### config.mk
export PLATFORM = sky130hd
export DESIGN_NAME = multi_reg_processor
export DESIGN_NICKNAME = d
export VERILOG_FILES = /design/src/rtl/multi_reg_processor.sv
export SDC_FILE = /design/constraint.sdc
export NUM_CORES = 1
export LEC_CHECK = 0
export CAP_MARGIN = 0
export CORE_MARGIN = 2
export CORE_UTILIZATION = 56
export DETAILED_ROUTE_END_ITERATION = 8
export GPL_TIMING_DRIVEN = 0
export PLACE_DENSITY = 0.85
export SYNTH_ARGS = -nofsm -noshare
export SYNTH_HDL_FRONTEND = slang
export SYNTH_SLANG_ARGS = --single-unit
export TNS_END_PERCENT = 30
### constraint.sdc
create_clock -name clk -period 4.8 [get_ports clk]
set_input_delay 0.96 -clock clk [delete_from_list [all_inputs] [get_ports clk]]
set_output_delay 0.96 -clock clk [all_outputs]
set_load 0.005 [all_outputs]
### src/rtl/multi_reg_processor.sv
// multi_reg_processor: parametrised multi-register processor with an 8-op ALU, Z/N/C flags and a busy/done handshake
// Ports: clk, reset (sync, active-high), run/INSTRin (instruction request, sampled in FETCH),
//        done (last-cycle pulse), busy (not in FETCH), regs_out (r0 in LSBs), a_out, r_out, flags_out {Z,N,C}.
// Build option: define PROC_MULT_EN to include the multiplier; otherwise opcode 011 is a 2-cycle no-op.
module multi_reg_processor #(
    parameter int DATA_W   = 16,
    parameter int NUM_REGS = 4
) (
    input  logic                         clk,
    input  logic                         reset,
    input  logic                         run,
    input  logic [DATA_W-1:0]            INSTRin,
    output logic                         done,
    output logic                         busy,
    output logic [NUM_REGS*DATA_W-1:0]   regs_out,
    output logic [DATA_W-1:0]            a_out,
    output logic [DATA_W-1:0]            r_out,
    output logic [2:0]                   flags_out
);
    localparam int RW    = $clog2(NUM_REGS);
    localparam int IMM_W = DATA_W - 4 - RW;
`ifdef PROC_MULT_EN
    localparam bit MULT_EN = 1'b1;
`else
    localparam bit MULT_EN = 1'b0;
`endif
    typedef enum logic [1:0] {FETCH, DECODE, EXEC, WB} state_t;
    typedef enum logic [2:0] {OP_MV, OP_ADD, OP_SUB, OP_MUL, OP_AND, OP_OR, OP_XOR, OP_CMP} op_t;
    state_t                            state_q, state_d;
    logic [DATA_W-1:0]                 ir_q, ir_d, a_q, a_d, r_q, r_d;
    logic [2:0]                        flags_q, flags_d;
    logic [NUM_REGS-1:0][DATA_W-1:0]   regs_q;
    op_t                               op;
    logic                              m;
    logic [RW-1:0]                     rx, ry;
    logic [IMM_W-1:0]                  imm;
    logic [DATA_W-1:0]                 operand, mux_out, alu_res;
    logic                              alu_c, wr_en, noop_mul;
    logic [DATA_W:0]                   add_full, sub_full;
    logic [2*DATA_W-1:0]               mul_full;

    assign op       = op_t'(ir_q[DATA_W-1 -: 3]);
    assign m        = ir_q[DATA_W-4];
    assign rx       = ir_q[DATA_W-5 -: RW];
    assign ry       = ir_q[RW-1:0];
    assign imm      = ir_q[IMM_W-1:0];
    assign operand  = m ? {{(DATA_W-IMM_W){imm[IMM_W-1]}}, imm} : regs_q[ry];
    assign noop_mul = (op == OP_MUL) && !MULT_EN;
    // One mux feeds both the register write port and the A load: the operand for mv,
    // rX for the DECODE A-load, and R for write-back.
    assign mux_out  = (state_q == DECODE) ? ((op == OP_MV) ? operand : regs_q[rx]) : r_q;

    assign add_full = {1'b0, a_q} + {1'b0, operand};
    // The extra MSB of a zero-extended subtraction is the borrow (A < operand).
    assign sub_full = {1'b0, a_q} - {1'b0, operand};
`ifdef PROC_MULT_EN
    assign mul_full = {{DATA_W{1'b0}}, a_q} * {{DATA_W{1'b0}}, operand};
`else
    assign mul_full = '0;
`endif

    always_comb begin
        alu_res = a_q & operand;
        alu_c   = 1'b0;
        case (op)
            OP_ADD:         {alu_c, alu_res} = add_full;
            OP_SUB, OP_CMP: {alu_c, alu_res} = sub_full;
            OP_MUL: begin
                alu_res = mul_full[DATA_W-1:0];
                alu_c   = |mul_full[2*DATA_W-1:DATA_W];
            end
            OP_OR:          alu_res = a_q | operand;
            OP_XOR:         alu_res = a_q ^ operand;
            default:        alu_res = a_q & operand;
        endcase
    end

    always_comb begin
        state_d = state_q;
        ir_d    = ir_q;
        a_d     = a_q;
        r_d     = r_q;
        flags_d = flags_q;
        done    = 1'b0;
        wr_en   = 1'b0;
        case (state_q)
            FETCH: if (run) begin
                ir_d    = INSTRin;
                state_d = DECODE;
            end
            DECODE: if (op == OP_MV || noop_mul) begin
                wr_en   = (op == OP_MV);
                done    = 1'b1;
                state_d = FETCH;
            end else begin
                a_d     = mux_out;
                state_d = EXEC;
            end
            EXEC: begin
                r_d     = alu_res;
                flags_d = {alu_res == '0, alu_res[DATA_W-1], alu_c};
                done    = (op == OP_CMP);
                state_d = (op == OP_CMP) ? FETCH : WB;
            end
            WB: begin
                wr_en   = 1'b1;
                done    = 1'b1;
                state_d = FETCH;
            end
            default: state_d = FETCH;
        endcase
        if (reset) done = 1'b0;
    end

    always_ff @(posedge clk) begin
        if (reset) begin
            state_q <= FETCH;
            ir_q    <= '0;
            a_q     <= '0;
            r_q     <= '0;
            flags_q <= '0;
            regs_q  <= '0;
        end else begin
            state_q <= state_d;
            ir_q    <= ir_d;
            a_q     <= a_d;
            r_q     <= r_d;
            flags_q <= flags_d;
            if (wr_en) regs_q[rx] <= mux_out;
        end
    end

    assign busy      = (state_q != FETCH);
    assign regs_out  = regs_q;
    assign a_out     = a_q;
    assign r_out     = r_q;
    assign flags_out = flags_q;
endmodule

# Word-level counts from Yosys, hierarchy flattened
# Cells that the tools add are included.
[op_classes]
bitwise = 4
add_sub_neg = 2
eq_ne = 10
shifts = 0
reduce_logical = 9
mux = 21
mul = 0
div = 0
magnitude_cmp = 3
[ops]
columns = ["cell", "count"]
rows = [
  ["two-way mux 16 bit", 6],
  ["case mux 16 bit (5 select lines)", 1],
  ["binary-select mux 16 bit (select 2 bit)", 2],
  ["bitwise mux 64 bit", 1],
  ["demux 16 bit (select 2 bit)", 1],
  ["adder 16 x 16 -> 17 bit", 1],
  ["subtractor 16 x 16 -> 17 bit", 1],
  ["AND 16 bit", 1],
  ["logical NOT 16 bit", 1],
  ["OR 16 bit", 1],
  ["XOR 16 bit", 1],
  ["equality test 3 bit, second input constant", 3],
  ["case mux 2 bit (4 select lines)", 1],
  ["equality test 3 x 2 -> 1 bit, second input constant", 2],
  ["< comparator 2 x 3 -> 1 bit, second input constant", 2],
  ["two-way mux 2 bit", 3],
  ["equality test 2 bit, second input constant", 2],
  ["case mux 1 bit (2 select lines)", 2],
  ["AND reduction 2 bit", 2],
  ["equality test 3 x 1 -> 1 bit, second input constant", 1],
  ["logical NOT 3 bit", 1],
  ["two-way mux 1 bit", 3],
  ["case mux 1 bit (3 select lines)", 1],
  ["equality test 2 x 1 -> 1 bit, second input constant", 1],
  ["8 further kinds", 8],
]
[word_totals]
memories = 0
word_cells = 58
reg_bits = 117
out_inout_bits = 101
latch_bits = 0
inputBits = 19
mem_bits_rw = 0
rom_bits = 0

# Longest topological paths before layout
# Gate-level depths: netlist of the first run.
[depth]
ltp_word = 6
mapped_depth = 16
mapped_depth_nobuf = 14

# Worst setup path before layout of the first run
# No wires, ideal clock.
[synth_path]
path_kind = "reg2reg"
start = "reg ir_q[1]"
end = "reg flags_q[2] (netlist: flags_out[2])"
slack_ps = 942
t_required_ps = 4740
arrival_time_ps = 3798
stages_incl_launch_ff = 17
path_cell_list = "dfxtp_1 buf_2 buf_2 mux2_2 o21ai_0 o31ai_1 ha_1 fa_1 or2_1 a221oi_1 o211ai_1 a21boi_0 xnor2_1 o221a_2 o21ai_1 nor4bb_1 a41o_1"
[synth_between]
elab_chain_cells = 6
word_cells_on_any_way = 10
cone_classes = "2 x add/sub; 4 x mux; 3 x bitwise; 1 x reduce/logical"
[synth_lines]
columns = ["element", "line_no", "source"]
rows = [
  ["start, declared", "30", "logic [DATA_W-1:0] ir_q, ir_d, a_q, a_d, r_q, r_d;"],
  ["start signal, assigned", "125", "ir_q <= ir_d;"],
  ["binary-select mux 16 bit (select 2 bit)", "47", "assign operand = m ? {{(DATA_W-IMM_W){imm[IMM_W-1]}}, imm} : regs_q[ry];"],
  ["two-way mux 16 bit (implied by the code)", "47", ""],
  ["two-way mux 16 bit *", "47", ""],
  ["subtractor 16 x 16 -> 17 bit, or another cell as far along", "55", "assign sub_full = {1'b0, a_q} - {1'b0, operand};"],
  ["case mux 16 bit (5 select lines) *", "65", "case (op)"],
  ["logical NOT 16 bit *", "101", "flags_d = {alu_res == '0, alu_res[DATA_W-1], alu_c};"],
  ["end signal, assigned", "128", "flags_q <= flags_d;"],
  ["end, declared", "31", "logic [2:0] flags_q, flags_d;"],
]
# Mark *: on every way between the ends. The rest lies on a longest branch, timed or not. The select of a mux whose other input is x is not followed.
# A chain may end at the register's enable or synchronous reset.

# Final worst setup path of the first run
# Same ends and word-level chain as after synthesis.

==> summary.md, run 1 <==
| Metric | Value |
|---|---|
| Buf+Inv Stages, Crit Path | `2` |
| Final setup skew | `8.74 ps` |
| Worst Setup End Kind | `flop` |
| RSZ-0062 raised after global routing | `false` |
| Cells along the critical path | `clkbuf_4, clkbuf_4, mux2_2, o21ai_0, o31ai_1, ha_1, fa_1, or2_1, a221oi_2, o211ai_1, a21boi_0, xnor2_1, o221a_2, o21ai_1, nor4bb_1, a41o_1` |
| Core Area | `approximately 14000 sq um` |
| Placed cells | `1338` |
| I/O pin cnt | `120` |
| # diodes | `0` |
| Iter 0 DRT Violations | `1143` |
| CTS root buffer | `clkbuf_16` |
| Commonest cells post-synth | `nand2_1 (234), a21oi_1 (142), dfxtp_1 (116)` |
| Critical path launch point type | `flop` |
| Min-Delay Path Class | `flop to flop` |
| Vias per inst | `6.40` |
| Post-synth top area cell | `dfxtp_1` |
| Final net count | `1248` |
| Inserted Clock Buffers | `17` |
| Post-Syn Area per Cell | `7.76 sq um` |
| GP Congestion | `0.970` |
| Starting density of the core | `0.577` |
| Largest cells by area after synthesis | `dfxtp_1 (29%), nand2_1 (11%), a21oi_1 (8.8%)` |
| PwrDens | `between 200 and 300 nW/um^2` |
| Via count | `8762` |
| Worst-Margin Slew | `1310 ps` |
| Die Area | `15400 sq um` |
| Mapped cell area | `a little over 8000 sq um` |
| Most Frequent Cell on Critical Path | `clkbuf_4` |
| Final Slew Violations | `0` |
| I/O Buffers | `118` |
| Critical-path top delay cell | `fa_1` |
| Routed Antenna Nets | `0` |
| Num Clock Sinks | `116` |
| Fraction of layout cells with a size suffix above 1 | `0.0908` |
| Number of enable flip-flop cells after synthesis | `0` |
| Relative slew slack | `0.124` |
| Top delay family on crit path | `compound AO/OA/AOI/OAI gates` |
| Min cycle time layout | `4530 ps` |
| Die Y | `about 120 um` |
| # rows | `43` |
| Final Hold Fails | `0` |
| Ys Warns | `0` |
| #FFs+latches synth | `116` |
| Worst path arrival time | `~4900 ps` |
| Final non-filler cell total | `1370` |
| Worst vdd ir | `353 uV` |
| Layout Area Growth over Synthesis | `25.9%` |
| Final setup fails | `0` |
| Post-synth net total | `1111` |
| CP Max Fanout | `10` |
| Most frequent cell after synthesis | `nand2_1` |
| CTS H-tree depth | `4` |
| Clk_lat worst skew | `430 ps` |
| Initial antenna violation count | `0` |
| Die Width | `between 100 and 150 um` |
| First-pass GRT wire length | `about 43 mm` |
| Final Cycle Share | `0.944` |
| DPL Wire Length | `20.8 mm` |
| CP max stage delay | `470 ps` |
| Leakage | `3.60 nW` |
| Gr ovfl total | `0` |
| WS Path Type | `flop to flop` |
| Ys async rst share | `0` |
| Area fraction of the dominant cell type after synthesis | `0.288` |
| Setup_tns | `0 ps` |
| Drt first pass iters | `6` |
| Max-cap violations | `0` |
| Routed wire per std cell | `20.7 um` |
| Post-cts repair resize count | `0` |
| Residual DRC | `0` |
| Postcts setup bufs | `0` |
| Fmax | `221 MHz` |
| Hold WS | `454 ps` |
| Sequential-to-total area share from yosys stat | `0.288` |
| TritonCTS clock tree | `done` |
| Total Routing Usage GR | `0.366` |
| Mapped Cells | `1040` |
| Power Total | `2.85 mW` |
| Top_reg_cell synth | `dfxtp_1` |
| Crit path required time | `5170 ps` |
| Clock slew seen by the registers of the worst setup and hold paths | `about 60 ps` |
| Largest net degree at the start of global routing | `17` |
| Outcome | `completed` |
| Vias in the first global route | `8070` |
| Maximum root-to-sink buffer count | `2` |
| Hold_buf cts | `0` |
| Final wirelength | `28.4 mm` |
| Netlist cell types | `82` |
| Final Util | `0.727` |
-- power by group --
part	leakage [nW]	total (mW)	switching [mW]	internal, mW
logic	2.36	0.414	0.270	0.143
registers	0.937	0.998	0.0168	0.981
clock network	0.310	1.44	0.480	0.961
-- flip-flops by register name, summed over array words and instances, names as in the netlist --
name	cells
a_out	16
flags_out	3
ir_q	16
r_out	15
regs_out	64
state_q	2
-- worst min-delay path: stages, from the launching register on --
cell	delay [ps]
dfxtp_1	300
nand2_1	50
a21oi_1	50
-- layout make-up --
cell class              instances  area [sq um]
multi-input cells             796          5230
plain buffers                  80           354
repair buffers                118          1180
inverters                      48           180
clock buffers                  20           467
flip-flops and latches        116          2320
fillers                      1041          3820
clock inverters                12           201
well taps                     180           225
-- layer usage --
metal  vias to the layer above  track usage  part of all wire
met5                         -            0                 0
met4                         0        0.145             0.038
met3                       106       0.0673              0.11
li1                       3915            -                 -
met2                       659        0.606              0.47
met1                      4082        0.472              0.38
-- cell families after synthesis --
group | Yosys count | share of synthesized area
simple gates | 388 | 0.207
fa+ha+maj | 52 | 0.0825
buf+inv | 128 | 0.0656
flops | 116 | 0.288
xor+xnor | 14 | 0.0152
compound gates | 285 | 0.225
mux | 57 | 0.117
-- stage by stage --
| stage | cell area (sq um) | setup slack, ps |
|---|---|---|
| 3_3_place_gp | 9480 | 167 |
| 4_1_cts | 10100 | 70.9 |
| 6_report | 10200 | 268 |
| 3_5_place_dp | 9480 | 132 |
| 5_1_grt | 10200 | 28.8 |
| 2_1_floorplan | 8070 | 942 |
-- cell usage in the layout (no fill, tap or decap), types with 4 or more instances in the layout --
master           count
nand2_1            234
a21oi_1            142
clkdlybuf4s50_1    118
dfxtp_1            116
nor2_1              71
clkbuf_1            57
ha_1                50
inv_1               46
o21ai_0             35
mux4_2              30
mux2i_1             25
clkbuf_16           17
nor3_1              14
a211oi_1            14
buf_2               13
nor2b_1             10
nand3_1             10
xnor2_1             10
nand2b_1             9
o21bai_1             8
o21a_1               7
a31oi_1              7
or3_1                6
a21o_1               6
o22ai_1              6
nand4_1              5
o211ai_1             5
bufinv_16            5
clkinvlp_4           5
and2_1               4
nor4_1               4
nor3b_1              4
a221oi_1             4
xor2_1               4
-- path summary, 6_finish.rpt --
path           start           end  slack [ps]  cells past startpoint
max          ir_q[1]  flags_out[2]         270                     16
min          ir_q[8]       ir_q[8]         450                      2
max reg2reg  ir_q[1]  flags_out[2]         270                     16
min reg2reg  ir_q[8]       ir_q[8]         450                      2
Note: power is estimated with default switching activity, not from simulation.
==> run 2: changes to the inputs <==
CAP_MARGIN = default   (was 0)
==> results of run 2 <==
Same layout as run 1: the final DEF is identical, and so are final timing and power.
==> run 3: changes to the inputs <==
ABC_CLOCK_PERIOD_IN_PS = 4800   (was default)
==> results of run 3 <==
Same layout as run 1: the final DEF is identical, and so are final timing and power.
